===== src/rtl/ram_arb_pkg.sv =====
// ram_arb_pkg: shared master indices and read-return tag for the RAM arbiter
package ram_arb_pkg;
  localparam logic M0 = 1'b0;
  localparam logic M1 = 1'b1;
  typedef struct packed {
    logic valid;
    logic id;
  } rtag_t;
endpackage


===== src/rtl/ram_sdp_arbiter_if.sv =====
// ram_sdp_arbiter_if: one master's command/response bundle toward the RAM arbiter
interface ram_sdp_arbiter_if #(
  parameter int DATA_WIDTH = 8,
  parameter int ADDR_WIDTH = 6
);
  logic                  req;
  logic                  we;
  logic [ADDR_WIDTH-1:0] addr;
  logic [DATA_WIDTH-1:0] wdata;
  logic                  gnt;
  logic                  rvalid;
  logic [DATA_WIDTH-1:0] rdata;
  modport master (output req, we, addr, wdata, input gnt, rvalid, rdata);
  modport slave (input req, we, addr, wdata, output gnt, rvalid, rdata);
endinterface


===== src/rtl/rr_arb2.sv =====
// rr_arb2: two-requester round-robin arbiter with fixed-priority override
module rr_arb2 (
  input  logic       clk,
  input  logic       resetn,
  input  logic [1:0] req,
  input  logic       fixed,
  output logic [1:0] gnt,
  output logic       ptr
);
  assign gnt[0] = req[0] & (~req[1] | fixed | ~ptr);
  assign gnt[1] = req[1] & ~gnt[0];
  // pointer moves to the loser only when both requesters contend
  always_ff @(posedge clk) begin
    if (!resetn) ptr <= 1'b0;
    else if (&req & ~fixed) ptr <= ~ptr;
  end
endmodule


===== src/rtl/ram_sdp_arbiter.sv =====
// ram_sdp_arbiter: shares a simple dual-port RAM between two masters with write-first forwarding
module ram_sdp_arbiter
  import ram_arb_pkg::*;
#(
  parameter int DATA_WIDTH = 8,
  parameter int ADDR_WIDTH = 6,
  parameter int FIXED_PRIO = 0
) (
  input  logic                  clk,
  input  logic                  resetn,
  ram_sdp_arbiter_if.slave      m0,
  ram_sdp_arbiter_if.slave      m1,
  output logic                  ram_we,
  output logic [ADDR_WIDTH-1:0] ram_write_addr,
  output logic [DATA_WIDTH-1:0] ram_data,
  output logic [ADDR_WIDTH-1:0] ram_read_addr,
  input  logic [DATA_WIDTH-1:0] ram_q
);
  logic [1:0]            wreq, rreq, wgnt, rgnt;
  logic                  unused_wptr, unused_rptr;
  logic [ADDR_WIDTH-1:0] waddr, raddr, raddr_q;
  logic                  fwd_hit, live;
  logic [DATA_WIDTH-1:0] fwd_data, rd;
  rtag_t                 tag;
  assign wreq = {2{resetn}} & {m1.req & m1.we, m0.req & m0.we};
  assign rreq = {2{resetn}} & {m1.req & ~m1.we, m0.req & ~m0.we};
  rr_arb2 u_warb (
    .clk    (clk),
    .resetn (resetn),
    .req    (wreq),
    .fixed  (FIXED_PRIO != 0),
    .gnt    (wgnt),
    .ptr    (unused_wptr)
  );
  rr_arb2 u_rarb (
    .clk    (clk),
    .resetn (resetn),
    .req    (rreq),
    .fixed  (FIXED_PRIO != 0),
    .gnt    (rgnt),
    .ptr    (unused_rptr)
  );
  assign m0.gnt         = wgnt[M0] | rgnt[M0];
  assign m1.gnt         = wgnt[M1] | rgnt[M1];
  assign waddr          = wgnt[M1] ? m1.addr : m0.addr;
  assign raddr          = rgnt[M1] ? m1.addr : m0.addr;
  assign ram_we         = |wgnt;
  assign ram_write_addr = waddr;
  assign ram_data       = wgnt[M1] ? m1.wdata : m0.wdata;
  assign ram_read_addr  = |rgnt ? raddr : raddr_q;
  // read-return tag, same-cycle forwarding capture and read-address hold
  always_ff @(posedge clk) begin
    fwd_data <= ram_data;
    if (!resetn) begin
      tag     <= '0;
      fwd_hit <= 1'b0;
      raddr_q <= '0;
    end else begin
      tag     <= {|rgnt, rgnt[M1]};
      fwd_hit <= |rgnt & |wgnt & (raddr == waddr);
      raddr_q <= ram_read_addr;
    end
  end
  assign live      = tag.valid & resetn;
  assign rd        = live ? (fwd_hit ? fwd_data : ram_q) : '0;
  assign m0.rvalid = live & (tag.id == M0);
  assign m1.rvalid = live & (tag.id == M1);
  assign m0.rdata  = rd;
  assign m1.rdata  = rd;
endmodule

===== src/flat_wrapper.sv =====
// flat-port wrapper written by rule: the top's interface ports become plain ports
module ram_sdp_arbiter_flat import ram_arb_pkg::*;
#(
  parameter int DATA_WIDTH = 8,
  parameter int ADDR_WIDTH = 6,
  parameter int FIXED_PRIO = 0
)
  (clk, resetn, ram_we, ram_write_addr, ram_data, ram_read_addr, ram_q, m0_req, m0_we, m0_addr, m0_wdata, m0_gnt, m0_rvalid, m0_rdata, m1_req, m1_we, m1_addr, m1_wdata, m1_gnt, m1_rvalid, m1_rdata);
  ram_sdp_arbiter_if #(.DATA_WIDTH(DATA_WIDTH), .ADDR_WIDTH(ADDR_WIDTH)) m0_i ();
  ram_sdp_arbiter_if #(.DATA_WIDTH(DATA_WIDTH), .ADDR_WIDTH(ADDR_WIDTH)) m1_i ();
  input  logic clk;
  input  logic resetn;
  output logic ram_we;
  output logic [ADDR_WIDTH-1:0] ram_write_addr;
  output logic [DATA_WIDTH-1:0] ram_data;
  output logic [ADDR_WIDTH-1:0] ram_read_addr;
  input  logic [DATA_WIDTH-1:0] ram_q;
  input wire logic [$bits(m0_i.req)-1:0] m0_req;
  input wire logic [$bits(m0_i.we)-1:0] m0_we;
  input wire logic [$bits(m0_i.addr)-1:0] m0_addr;
  input wire logic [$bits(m0_i.wdata)-1:0] m0_wdata;
  output wire logic [$bits(m0_i.gnt)-1:0] m0_gnt;
  output wire logic [$bits(m0_i.rvalid)-1:0] m0_rvalid;
  output wire logic [$bits(m0_i.rdata)-1:0] m0_rdata;
  input wire logic [$bits(m1_i.req)-1:0] m1_req;
  input wire logic [$bits(m1_i.we)-1:0] m1_we;
  input wire logic [$bits(m1_i.addr)-1:0] m1_addr;
  input wire logic [$bits(m1_i.wdata)-1:0] m1_wdata;
  output wire logic [$bits(m1_i.gnt)-1:0] m1_gnt;
  output wire logic [$bits(m1_i.rvalid)-1:0] m1_rvalid;
  output wire logic [$bits(m1_i.rdata)-1:0] m1_rdata;
  assign m0_i.req = m0_req;
  assign m0_i.we = m0_we;
  assign m0_i.addr = m0_addr;
  assign m0_i.wdata = m0_wdata;
  assign m0_gnt = m0_i.gnt;
  assign m0_rvalid = m0_i.rvalid;
  assign m0_rdata = m0_i.rdata;
  assign m1_i.req = m1_req;
  assign m1_i.we = m1_we;
  assign m1_i.addr = m1_addr;
  assign m1_i.wdata = m1_wdata;
  assign m1_gnt = m1_i.gnt;
  assign m1_rvalid = m1_i.rvalid;
  assign m1_rdata = m1_i.rdata;
  ram_sdp_arbiter #(.DATA_WIDTH(DATA_WIDTH), .ADDR_WIDTH(ADDR_WIDTH), .FIXED_PRIO(FIXED_PRIO)) u_core (.clk(clk), .resetn(resetn), .m0(m0_i), .m1(m1_i), .ram_we(ram_we), .ram_write_addr(ram_write_addr), .ram_data(ram_data), .ram_read_addr(ram_read_addr), .ram_q(ram_q));
endmodule

===== config.mk =====
export PLATFORM = sky130hd
export DESIGN_NAME = ram_sdp_arbiter_flat
export DESIGN_NICKNAME = d
export VERILOG_FILES = /design/src/rtl/ram_arb_pkg.sv /design/src/rtl/ram_sdp_arbiter_if.sv /design/src/rtl/rr_arb2.sv /design/src/rtl/ram_sdp_arbiter.sv /design/src/flat_wrapper.sv
export SDC_FILE = /design/constraint.sdc
export NUM_CORES = 1
export LEC_CHECK = 0
export ABC_AREA = 1
export BUFFER_PORTS_ARGS = -buffer_cell sky130_fd_sc_hd__buf_2
export CORE_ASPECT_RATIO = 1.2
export CORE_MARGIN = 2
export CORE_UTILIZATION = 48
export CTS_BUF_LIST = sky130_fd_sc_hd__clkbuf_4 sky130_fd_sc_hd__clkbuf_8
export DETAILED_ROUTE_END_ITERATION = 12
export GPL_TIMING_DRIVEN = 0
export PLACE_DENSITY = 0.88
export SLEW_MARGIN = 0
export SYNTH_ARGS = -nofsm -noshare
export SYNTH_HDL_FRONTEND = slang
export SYNTH_SLANG_ARGS = --single-unit

===== constraint.sdc =====
create_clock -name clk -period 3.74 [get_ports clk]
set_input_delay 0.561 -clock clk [delete_from_list [all_inputs] [get_ports clk]]
set_output_delay 0.561 -clock clk [all_outputs]
set_load 0.05 [all_outputs]

==> metrics <==
status=finished, final reports clean; FF-to-FF path depth=9; # DRC=0; Cell variety after synth=21; vias in the first global route=1255; share of the synthesized area in the top cell type=between 20% and 30%; H-Tree Depth=1; crit path DAT=just under 2 ns; WL final=3520 µm; RePlAce Congestion=~0.85; Vias/cell=between 4 and 5; post-synthesis mux area share=about 6.7%; die area=3230 µm²; min Tclk post-route=2.55 ns; clock sinks=19; Flop pwr share=39.1%; slew margin rel.=roughly three quarters; post-cts sizing count=0; largest cells by area after synthesis=dfxtp_1 (28%), nand2_1 (22%), inv_1 (7.0%); Worst Path Required=3.18 ns; final setup fails=0; RSZ-0062 raised after global routing=no; cts hold-fix bufs=0; Slew Viols, Final=0; clk_lat worst skew=roughly 0.30 ns; Worst Tran Pin Value=between 0.3 and 0.4 ns; starting density of the core=approximately 49%; register area=between 300 and 400 µm²; worst reg2reg setup slack=between 2 and 2.5 ns; area of the mapped netlist=about 1300 µm²; initial DRC count=27; switching share of power=42.2%; Lkg Pwr=around 1.1 nW; Clock Power Share=18.4%; fin util=66.4%; HPWL Detailed=between 2000 and 3000 µm; most common cell after layout, fill and taps aside=buf_2; Worst-path clk slew=0.11 ns; fmax=~0.39 GHz; via count=between 1500 and 2000; Hold Path Stages=2; multi-input logic area=between 700 and 800 µm²; Layout Nets=340; CTS tree=done; compound-cell area share of the yosys netlist=13.6%; Synth Register Bits=19; Post-Synth Simple-Gate Area=35.0%; post-route ant nets=0; Worst Hold Class=input pin to flip-flop; CP Launch Type=input pin; ys async rst share=0%; Bufs on Longest Clock Path=2; VDD IR max=0.000281 V; Num CTS Buffers=3; area leader, netlist=dfxtp_1; row cnt=21; commonest non-fill, non-tap cells in the layout=buf_2 (83), nand2_1 (77), inv_1 (25); Fill cells=between 200 and 300; slowest stage cell, crit path=mux2_2; critical path class=input pin to output pin; total gr overflow=0; ANT cells=0; layout cells sized above 1=about 39%; largest net degree at the start of global routing=12; DRT Pass-1 Iters=4; number of setup buffers added after CTS=0; cell mode on critical path=buf_4; WHS Endpoint=u_core.fwd_data[1]; Worst R2R End=u_core.fwd_hit; number of synthesized flops with an enable pin=0; critical path endpoint category=output pin; Synth-to-Final Area Change=35.5%; Cells after Synth=around 210; register area share after synthesis=28.4%; Top Ports=83; initial antenna violation count=0; Int Pwr=roughly 0.32 mW; CP max stage delay=about 0.37 ns; final setup TNS=0 ns; hold wc startpoint=m1_wdata[1]; Power Total=between 0.5 and 0.6 mW; Mapped Avg Cell Area=around 6.3 µm²; clk_skew=approximately 0.0017 ns; PD cells=around 310 nW/µm²; Root Buffer=clkbuf_4; Wirelength per Cell=roughly 11 µm; DIE WIDTH=between 50 and 60 µm; Comb power frac=42.5%; largest family of logic cells by synthesized area=simple AND/OR/NAND/NOR gates; Die H=between 60 and 70 µm; Net Sw Power=about 0.23 mW; Synth Area in Adders=0%; global-route usage over all layers=approximately a fifth; ys flop type=dfxtp_1; core area=approximately 2700 µm²; CP cell instances=buf_4, nand3_1, o21ai_2, buf_6, buf_4, mux2_2, buf_2; Syn Nets=254; PortBufs=81; Post-Synth XOR/XNOR Area=0.654%; Fin. Hold Viols=0; R2R Path Start=u_core.u_rarb.ptr; first-pass GRT wire length=5070 µm; Max Cap Viol=0; maximum fanout along the worst path=10; Period Utilization, post-route=just under 70%; synth warn=0
[layer usage]
layer	GRT usage (%)	up-vias	part of all wire (%)
li1	-	830	-
met1	23.3	709	40
met2	39.1	39	54
met3	2.63	4	4.5
met4	9.16	0	1.4
met5	0	-	0
[Yosys cell counts, types with 3 or more instances]
library cell  number
nand3_1           14
nor2_1            14
nand2_1           77
dfxtp_1           19
o21ai_2            3
mux2_2             8
o21ai_1            4
inv_1             25
o21ai_0           13
a21oi_1           11
buf_4             10
[power groups by stage]
stage / Sequential [mW] / Clock [mW] / Combinational, mW
CTS: 0.218 / 0.105 / 0.237
detailed placement: 0.223 / 0 / 0.236
global placement: 0.222 / 0 / 0.233
floorplan: 0.222 / 0 / 0.174
global route: 0.220 / 0.114 / 0.256
finish: 0.218 / 0.102 / 0.236
[cell type report]
type                       count  area share, %
clock inverter                 1          0.276
clock buffer                   3           1.24
multi-input combinational    152           41.3
buffer                        15           6.14
inverter                      26           5.38
timing repair buffer          81           22.3
sequential                    19           21.0
tap                           34           2.34
[metrics by stage]
step                      std cells  worst slack (ns)  hold slack [ns]  cell area [µm²]
after global placement          327              1.19            0.482             1790
after floorplan                 212             0.967            0.470             1340
after global routing            331              1.08            0.494             1810
final                           331              1.19            0.500             1810
after detailed placement        327              1.18            0.489             1790
after CTS                       331              1.18            0.496             1810
[how the worst max path moves through the flow]
stage                start           endpoint  slack (ns)  depth (start not counted)
floorplan           resetn  ram_write_addr[1]        0.97                          6
global placement    resetn        ram_data[4]        1.19                          7
detailed placement  resetn        ram_data[4]        1.18                          7
CTS                 resetn        ram_data[4]        1.18                          7
global route        resetn        ram_data[4]        1.08                          7
finish              resetn        ram_data[4]        1.19                          7
[critical path, delay by kind of cell]
| family | cells | cell delay (ns) |
|---|---|---|
| multiplexers | 1 | 0.37 |
| AO/OA/AOI/OAI | 1 | 0.19 |
| buffers and inverters | 4 | 0.70 |
| AND/OR/NAND/NOR | 1 | 0.16 |
[state kept, by name, indices dropped and copies added, names as in the netlist]
register / flops
u_core.fwd_data: 8
u_core.fwd_hit: 1
u_core.raddr_q: 6
u_core.tag: 2
u_core.u_rarb.ptr: 1
u_core.u_warb.ptr: 1
[kinds of logic (layout without fill, tap and decap cells)]
family,count (synthesis),in the layout
flip-flops,19,19
AND/OR/NAND/NOR,111,111
XOR/XNOR,1,1
buffers and inverters,41,126
multiplexers,8,8
AO/OA/AOI/OAI,32,32
Power figures use the tool's default switching activity.
